**config.mk**
```make
export PLATFORM = sky130hd
export DESIGN_NAME = nn_layer_sequencer
export DESIGN_NICKNAME = d
export VERILOG_FILES = /design/src/rtl/nn_layer_sequencer.sv
export SDC_FILE = /design/constraint.sdc
export NUM_CORES = 1
export LEC_CHECK = 0
export BUFFER_PORTS_ARGS = -buffer_cell sky130_fd_sc_hd__buf_2
export CAP_MARGIN = 20
export CORE_MARGIN = 2
export CORE_UTILIZATION = 50
export CTS_CLUSTER_DIAMETER = 100
export DETAILED_ROUTE_END_ITERATION = 8
export MAX_ROUTING_LAYER = met4
export PLACE_DENSITY_LB_ADDON = 0.2
export SLEW_MARGIN = 10
export SYNTH_ARGS = -nofsm -noshare
export SYNTH_HDL_FRONTEND = slang
export SYNTH_SLANG_ARGS = --single-unit
```
**constraint.sdc**
```tcl
create_clock -name clk -period 13.94 [get_ports clk]
set_input_delay 2.788 -clock clk [delete_from_list [all_inputs] [get_ports clk]]
set_output_delay 2.788 -clock clk [all_outputs]
set_load 0.005 [all_outputs]
```
**src/rtl/nn_layer_sequencer.sv**
```systemverilog
// nn_layer_sequencer
// Runs one fully-connected layer through the single-MAC accelerator. For every
// neuron it streams VEC_LEN weights then VEC_LEN image words from memory into the
// accelerator buffer, waits for the MAC to drain, reads the result and stores it.
// CPU programs base addresses and neuron count through a small CSR slave.
//
// Optional build macro: NN_SEQ_RELU_EN
//   defined   -> negative results (bit31 set) are stored as 0, NaN passes unchanged
//   undefined -> results are stored exactly as read from the accelerator
//
// state      | meaning
// -----------+------------------------------------------------------------
// IDLE       | waiting for start; done/busy reflect the last run
// FETCH      | mem_read held with address until waitrequest drops
// FETCH_WAIT | single outstanding read, waiting for readdatavalid
// PUSH       | one-cycle acc_write of the fetched word, then index update
// DRAIN      | fixed wait for the accelerator to finish accumulating
// RES_RD     | one-cycle acc_read of the result register
// RES_CAP    | capture acc_readdata, launch the result write
// STORE      | mem_write held until waitrequest drops, next neuron or done

module nn_layer_sequencer #(
    parameter int VEC_LEN      = 96,
    parameter int DRAIN_CYCLES = 4,
    parameter int NEURON_W     = 16
) (
    input  logic        clk,
    input  logic        reset,
    input  logic [2:0]  csr_address,
    input  logic        csr_read,
    input  logic        csr_write,
    input  logic [31:0] csr_writedata,
    output logic [31:0] csr_readdata,
    output logic        irq,
    output logic [31:0] mem_address,
    output logic        mem_read,
    output logic        mem_write,
    output logic [31:0] mem_writedata,
    input  logic [31:0] mem_readdata,
    input  logic        mem_waitrequest,
    input  logic        mem_readdatavalid,
    output logic [7:0]  acc_address,
    output logic        acc_write,
    output logic        acc_read,
    output logic [31:0] acc_writedata,
    input  logic [31:0] acc_readdata
);

    localparam int IDX_W = (VEC_LEN > 1) ? $clog2(VEC_LEN) : 1;
    localparam int DRN_W = (DRAIN_CYCLES > 1) ? $clog2(DRAIN_CYCLES) : 1;
    localparam logic [IDX_W-1:0] LAST_IDX  = IDX_W'(VEC_LEN - 1);
    localparam logic [DRN_W-1:0] DRAIN_LD  = DRN_W'(DRAIN_CYCLES - 1);
    localparam logic [7:0]       ACC_W0    = 8'h01;
    localparam logic [7:0]       ACC_I0    = 8'h61;
    localparam logic [7:0]       ACC_RES   = 8'hC1;

    typedef enum logic [2:0] {
        IDLE, FETCH, FETCH_WAIT, PUSH, DRAIN, RES_RD, RES_CAP, STORE
    } state_t;

    state_t              state;
    logic [31:0]         weight_base;
    logic [31:0]         image_base;
    logic [31:0]         result_base;
    logic [NEURON_W-1:0] num_neurons;
    logic [NEURON_W-1:0] n;
    logic [IDX_W-1:0]    i;
    logic                phase_img;
    logic [31:0]         w_ptr;
    logic [31:0]         img_ptr;
    logic [31:0]         res_ptr;
    logic [DRN_W-1:0]    drain_cnt;
    logic                busy;
    logic                done;

    logic ctrl_wr;
    logic start_req;
    logic clr_req;

    assign ctrl_wr   = csr_write && (csr_address == 3'd0);
    assign start_req = ctrl_wr && csr_writedata[0];
    assign clr_req   = ctrl_wr && csr_writedata[1];
    assign irq       = done;

    // Result post-processing; NaN is left alone so software can still detect it.
    function automatic logic [31:0] post_proc(input logic [31:0] v);
`ifdef NN_SEQ_RELU_EN
        if (v[31] && !((v[30:23] == 8'hFF) && (v[22:0] != 23'd0)))
            return 32'h0;
        return v;
`else
        return v;
`endif
    endfunction

    // Configuration registers and the layer sequencing FSM with registered strobes.
    always_ff @(posedge clk or posedge reset) begin
        if (reset) begin
            state         <= IDLE;
            weight_base   <= '0;
            image_base    <= '0;
            result_base   <= '0;
            num_neurons   <= '0;
            n             <= '0;
            i             <= '0;
            phase_img     <= 1'b0;
            w_ptr         <= '0;
            img_ptr       <= '0;
            res_ptr       <= '0;
            drain_cnt     <= '0;
            busy          <= 1'b0;
            done          <= 1'b0;
            mem_address   <= '0;
            mem_read      <= 1'b0;
            mem_write     <= 1'b0;
            mem_writedata <= '0;
            acc_address   <= '0;
            acc_write     <= 1'b0;
            acc_read      <= 1'b0;
            acc_writedata <= '0;
        end else begin
            if (csr_write && !busy) begin
                case (csr_address)
                    3'd2:    weight_base <= csr_writedata;
                    3'd3:    image_base  <= csr_writedata;
                    3'd4:    result_base <= csr_writedata;
                    3'd5:    num_neurons <= csr_writedata[NEURON_W-1:0];
                    default: ;
                endcase
            end

            // start overrides this below when both bits are written together
            if (clr_req)
                done <= 1'b0;

            case (state)
                IDLE: begin
                    if (start_req) begin
                        if (num_neurons == '0) begin
                            done <= 1'b1;
                        end else begin
                            done        <= 1'b0;
                            busy        <= 1'b1;
                            n           <= '0;
                            i           <= '0;
                            phase_img   <= 1'b0;
                            w_ptr       <= weight_base;
                            res_ptr     <= result_base;
                            mem_address <= weight_base;
                            mem_read    <= 1'b1;
                            state       <= FETCH;
                        end
                    end
                end

                FETCH: begin
                    if (!mem_waitrequest) begin
                        mem_read <= 1'b0;
                        state    <= FETCH_WAIT;
                    end
                end

                FETCH_WAIT: begin
                    if (mem_readdatavalid) begin
                        acc_write     <= 1'b1;
                        acc_writedata <= mem_readdata;
                        acc_address   <= (phase_img ? ACC_I0 : ACC_W0) + 8'(i);
                        state         <= PUSH;
                    end
                end

                PUSH: begin
                    acc_write <= 1'b0;
                    if (i != LAST_IDX) begin
                        i        <= i + IDX_W'(1);
                        mem_read <= 1'b1;
                        state    <= FETCH;
                        if (phase_img) begin
                            img_ptr     <= img_ptr + 32'd4;
                            mem_address <= img_ptr + 32'd4;
                        end else begin
                            w_ptr       <= w_ptr + 32'd4;
                            mem_address <= w_ptr + 32'd4;
                        end
                    end else if (!phase_img) begin
                        // w_ptr now points at the next neuron's first weight
                        phase_img   <= 1'b1;
                        i           <= '0;
                        w_ptr       <= w_ptr + 32'd4;
                        img_ptr     <= image_base;
                        mem_address <= image_base;
                        mem_read    <= 1'b1;
                        state       <= FETCH;
                    end else begin
                        drain_cnt <= DRAIN_LD;
                        state     <= DRAIN;
                    end
                end

                DRAIN: begin
                    if (drain_cnt == '0) begin
                        acc_read    <= 1'b1;
                        acc_address <= ACC_RES;
                        state       <= RES_RD;
                    end else begin
                        drain_cnt <= drain_cnt - DRN_W'(1);
                    end
                end

                RES_RD: begin
                    acc_read <= 1'b0;
                    state    <= RES_CAP;
                end

                RES_CAP: begin
                    mem_writedata <= post_proc(acc_readdata);
                    mem_address   <= res_ptr;
                    mem_write     <= 1'b1;
                    state         <= STORE;
                end

                STORE: begin
                    if (!mem_waitrequest) begin
                        mem_write <= 1'b0;
                        if (n != num_neurons - NEURON_W'(1)) begin
                            n           <= n + NEURON_W'(1);
                            res_ptr     <= res_ptr + 32'd4;
                            phase_img   <= 1'b0;
                            i           <= '0;
                            mem_address <= w_ptr;
                            mem_read    <= 1'b1;
                            state       <= FETCH;
                        end else begin
                            busy  <= 1'b0;
                            done  <= 1'b1;
                            state <= IDLE;
                        end
                    end
                end

                default: state <= IDLE;
            endcase
        end
    end

    // CSR read-back with one cycle of latency; CTRL and unmapped addresses read 0.
    always_ff @(posedge clk or posedge reset) begin
        if (reset) begin
            csr_readdata <= '0;
        end else if (csr_read) begin
            case (csr_address)
                3'd1:    csr_readdata <= {16'(n), 14'd0, done, busy};
                3'd2:    csr_readdata <= weight_base;
                3'd3:    csr_readdata <= image_base;
                3'd4:    csr_readdata <= result_base;
                3'd5:    csr_readdata <= 32'(num_neurons);
                default: csr_readdata <= '0;
            endcase
        end else begin
            csr_readdata <= '0;
        end
    end

endmodule

```
Word level (Yosys, flattened, before mapping)
Cells that the tools add are included.
- flip-flop bits (word level): 379
- latch bits: 0
- memory bits (writable): 0
- memory bits (read-only): 0
- bits of input ports: 105
- output and inout port bits: 141
- logic and storage cells: 175
- memories: 0
- $add $sub $neg: 8
- $mul: 0
- divide/modulo/power cells: 0
- order comparisons: 0
- equal/unequal tests: 29
- shifts and indexed selects: 0
- multiplexer cells: 77
- bitwise operators: 0
- reductions and logical operators: 38
- operator list (operator ; count):
    $mux 32 ; 15
    $pmux 32 s5 ; 1
    $pmux 32 s2 ; 2
    $pmux 32 s4 ; 1
    $add 32x3->32 const B ; 3
    $mux 16 ; 4
    $mux 7 ; 7
    $pmux 16 s2 ; 1
    $ne 2x2->1 const B ; 13
    $mux 3 ; 8
    $pmux 3 s8 ; 1
    $reduce_and 6->1 ; 4
    $mux 1 ; 22
    $pmux 7 s3 ; 1
    $eq 3x3->1 const B ; 6
    $add 16x1->16 const B ; 1
    $logic_not 16->1 ; 1
    $mux 8 ; 2
    $ne 16x16->1 ; 1
    $pmux 8 s2 ; 1
    $reduce_and 2->1 ; 8
    $sub 16x1->16 const B ; 1
    $reduce_bool 2->1 ; 7
    $eq 3x2->1 const B ; 4
    22 further kinds ; 37

Logic depth before layout (Yosys ltp)
- depth in word-level cells: 7
- depth in mapped cells: 16
- gate-level depth less buffers: 12

Least setup slack after synthesis
OpenSTA, ideal clock, no wires.
- path kind: in2reg
- start: input csr_address[2]
- end: register i[5]
- library setup time: 67 ps
- arrival: 4901 ps
- data required time: 13873 ps
- setup slack: 8972 ps
- cell stages on the path: 8
- path buffers: 1
- path through: clkbuf_1 > nor4b_1 > o311ai_1 > nor4_1 > or2_2 > a21oi_1 > or4b_2 > nand2_1
- longest elaborated chain between the ends: 5
- ends and longest elaborated chain (item ; RTL line ; source):
    from (decl) ; 29 ; input logic [2:0] csr_address,
    $logic_not 3->1 ; 80 ; assign ctrl_wr = csr_write && (csr_address == 3'd0);
    $logic_and 1x1->1 ; 80 ;
    $logic_and 1x1->1 ; 81 ; assign start_req = ctrl_wr && csr_writedata[0];
    $ne 2x2->1 (no source line) ; - ;
    $reduce_and 6->1 (no source line) ; - ;
    to (signal assigned) ; 175 ; i <= i + IDX_W'(1);
    to (decl) ; 67 ; logic [IDX_W-1:0] i;
No other way between the ends.
A chain may end at the register's enable or synchronous reset.

Worst setup path in the final report
Ends and elaborated chain as after synthesis.

==> flow_summary.toml <==
[worst_setup_path]
r2r-end = "mem_address[4]"
worstRegToRegCells = 11
crit_path_end_kind = "flop"
worstPathCellList = "buf_2, nor4b_1, o311ai_1, clkbuf_4, nor4_1, or2_2, a21oi_1, buf_4, or4b_2, nand2_1"
reg2reg_from = "num_neurons[0]"
crit_buf_inv = 3
required_ns = 14.44
start_kind = "input port"
cp.depth = 10
reg2reg_slack_ns = 10.11
worst-path-max-fanout = 15
critPathSlowestCell = "nor4b_1"
slowest_delay_ns = 0.66
arrival_ns = 5.71
critPathKind = "input port to flop"
cp_top_family = "simple AND/OR/NAND/NOR gates"

[power]
p_per_area_nw_per_um2 = 209
p_switching_w = 0.00183
combPwrFrac_pct = 34.5
p_clk_share_pct = 24.7
pwr-share-seq_pct = 40.8
ir_drop_mv = 0.126
p_leak_nw = 10.1
switching_share_pct = 38.3
power.internal_w = 0.00295

[drt]
avgViaCountPerCell = 6.17
dr_total_vias = 17300
drtPass1Iterations = 5
drc = 0
first_iter_violations = 1780
drtAntennaViolNets = 0
wire_per_inst_microns = 22.3
routed_wl_microns = 62500

[clock_tree]
cts_setup_buffers = 0
hold_buffers = 0
cts_tree = "done"
root_buffer = "clkbuf_16"
cts.clk_slew.worst_paths_ns = 0.06
htreeDepth = 2
cts_buffers = 44
clk_path_buf_depth = 3
ctsResizeCount = 0
clk_latency_ns = 0.58
cts_sinks = 379

[place]
dp_hpwl_microns = 43600
port_buffers = 245
placedInstanceArea_sq_um = 21400
detailedPlace.worstSlack_ns = 8.08
globalplace.congestion = 0.936

[global_routing]
grt_overflow = 0
grt_pass1_vias = 16500
grt_util_all_layers_pct = 31.2
grt_max_degree = 133
grt_first_pass_wirelength_microns = 96400
antenna_found_initial = 1

[finish]
layout_common_cells = "378 x dfrtp_1, 287 x nand2_1, 245 x buf_2"
final_util_pct = 59.1
fin_nets = 2370
drive_above_1_share_pct = 24.1
layout_commonest_cell = "dfrtp_1"
final_area_sq_um = 22900
syn_to_final_growth_pct = 16.1

[die]
coreArea_sq_um = 38800
die_h_microns = 203
placementRows = 72
start_util_pct = 50.9
fp.dieW_microns = 203
die_area_sq_um = 41100
pin_count = 246

[min_path]
holdPathEnd = "acc_writedata[26]"
min_path_type = "flop to flop"
min_path_cells = 2
min_from = "acc_writedata[26]"

[sta]
period_share_pct = 37.4
relSlewSlack_pct = 26.1
setup_viol = 0
holdWs_ns = 0.465
tightest_slew_ns = 1.11
clock.fmax_mhz = 192
hold_violations = 0
setup_tns_ns = 0
finalCriticalPeriod_ns = 5.21
rsz0062_at_grt = "false"
worst_slack_ns = 8.73
slew_viol_final = 0
skew_ns = 0.0280

[logic_synthesis]
synth-main-ff-cell = "dfrtp_1"
yosys_register_bits = 379
yosysWarnings = 0
ys_seq_area_share_pct = 48.0
syn_nets = 2186
netlist_area_sq_um = 19800
synth-edff-count = 0
syn_inst = 2068
synthArstFlopShare_pct = 100
synth.distinct_cells = 69
syn_avg_cell_area_sq_um = 9.55

[job]
maxCapViolCount = 0

[outcome]
status = "finished clean"
## per-layer routing
layer  up-vias  track usage, %  routed length [microns]
met1      8537            40.2                    25500
met2       771            48.2                    29100
met5         -               -                        0
met4         0            16.1                     3360
li1       7841               -                        -
met3       178            4.41                     4530
## logic make-up after synthesis
group                      synth area share (%)
AOI/OAI and AO/OA                          17.8
muxes                                      10.7
buffers and inverters                      3.57
and+or+nand+nor                            15.4
adders and majority gates                 0.823
DFF                                        48.0
xor gates and xnor gates                   3.68
## power groups by stage
| stage | combinational (W) | sequential, W | clock, W |
|---|---|---|---|
| after floorplan | 0.00115 | 0.00178 | 0 |
| after global placement | 0.00159 | 0.00194 | 0 |
| after detailed placement | 0.00164 | 0.00195 | 0 |
| after CTS | 0.00164 | 0.00194 | 0.00121 |
| after global routing | 0.00182 | 0.00200 | 0.00126 |
| final | 0.00165 | 0.00195 | 0.00118 |
## cell usage after synthesis (5+ instances only)
| cell type | count | area, sq um |
|---|---|---|
| nor2b_1 | 9 | 56.3 |
| nor3b_1 | 7 | 52.6 |
| a2bb2oi_1 | 10 | 87.6 |
| nand3b_1 | 6 | 45.0 |
| a22oi_1 | 75 | 563 |
| xnor2_1 | 51 | 447 |
| nand3_1 | 74 | 370 |
| clkbuf_1 | 115 | 432 |
| and4_1 | 11 | 96.3 |
| a31oi_1 | 15 | 93.8 |
| nand2_1 | 287 | 1080 |
| nor3_1 | 25 | 125 |
| buf_2 | 9 | 45.0 |
| a21oi_1 | 177 | 886 |
| or3_1 | 5 | 31.3 |
| mux2_2 | 161 | 1810 |
| nor4_1 | 12 | 75.1 |
| dfrtp_1 | 379 | 9480 |
| and2_1 | 9 | 56.3 |
| o22ai_1 | 27 | 169 |
| o31ai_1 | 18 | 135 |
| o2bb2ai_1 | 5 | 43.8 |
| and3_1 | 29 | 181 |
| o211ai_1 | 6 | 45.0 |
| nand4_1 | 20 | 125 |
| mux2_1 | 12 | 135 |
| or4_1 | 11 | 82.6 |
| inv_1 | 30 | 113 |
| a222oi_1 | 15 | 150 |
| nor2_1 | 132 | 495 |
| buf_1 | 25 | 93.8 |
| o21ai_0 | 140 | 701 |
| o221ai_1 | 6 | 52.6 |
| o22a_1 | 18 | 158 |
| or2_2 | 5 | 31.3 |
| nand2b_1 | 9 | 56.3 |
| ha_1 | 13 | 163 |
| xor2_1 | 32 | 280 |
| mux2i_1 | 17 | 170 |
## worst reg2reg max path: cells and delay by family (launching register included)
family                   cells  cell delay, ns
AO/OA/AOI/OAI                2            0.87
multiplexers                 1            0.38
AND/OR/NAND/NOR              4            0.96
buffers and inverters        3            0.73
flip-flops                   1            0.45
adder cells (fa/ha/maj)      1            0.29
## metrics by stage
step | power (W) | std cells
after floorplan | 0.00293 | 2068
after global placement | 0.00353 | 2721
after detailed placement | 0.00359 | 2721
after CTS | 0.00479 | 2802
after global routing | 0.00507 | 2805
final | 0.00479 | 2806
## state kept, by name, indices dropped and copies added (netlist names), 3 cells and up
register,count
acc_writedata,32
csr_readdata,32
image_base,32
img_ptr,32
mem_address,32
mem_writedata,32
res_ptr,32
result_base,32
w_ptr,32
weight_base,32
n,16
num_neurons,16
acc_address,8
i,7
state,3
## area by class of cell
cell class              count  area, sq um
clock buffers              59         1270
multi-input cells        1508         9630
flip-flops and latches    379         9490
inverters                  30          120
fillers                  3434        15900
repair buffers            289         1570
well taps                 518          648
clock inverters            22          220
diodes                      1         2.50
## how the worst max path moves through the flow
stage | start | endpoint | slack (ns)
finish | csr_address[2] | i[5] | 8.73
global route | csr_address[2] | i[5] | 8.60
CTS | csr_address[2] | i[5] | 8.63
detailed placement | csr_address[2] | i[5] | 8.08
global placement | csr_address[2] | i[5] | 8.04
floorplan | reset | acc_address[0] | 0.62
No activity file was read; power rests on OpenSTA's default activity.
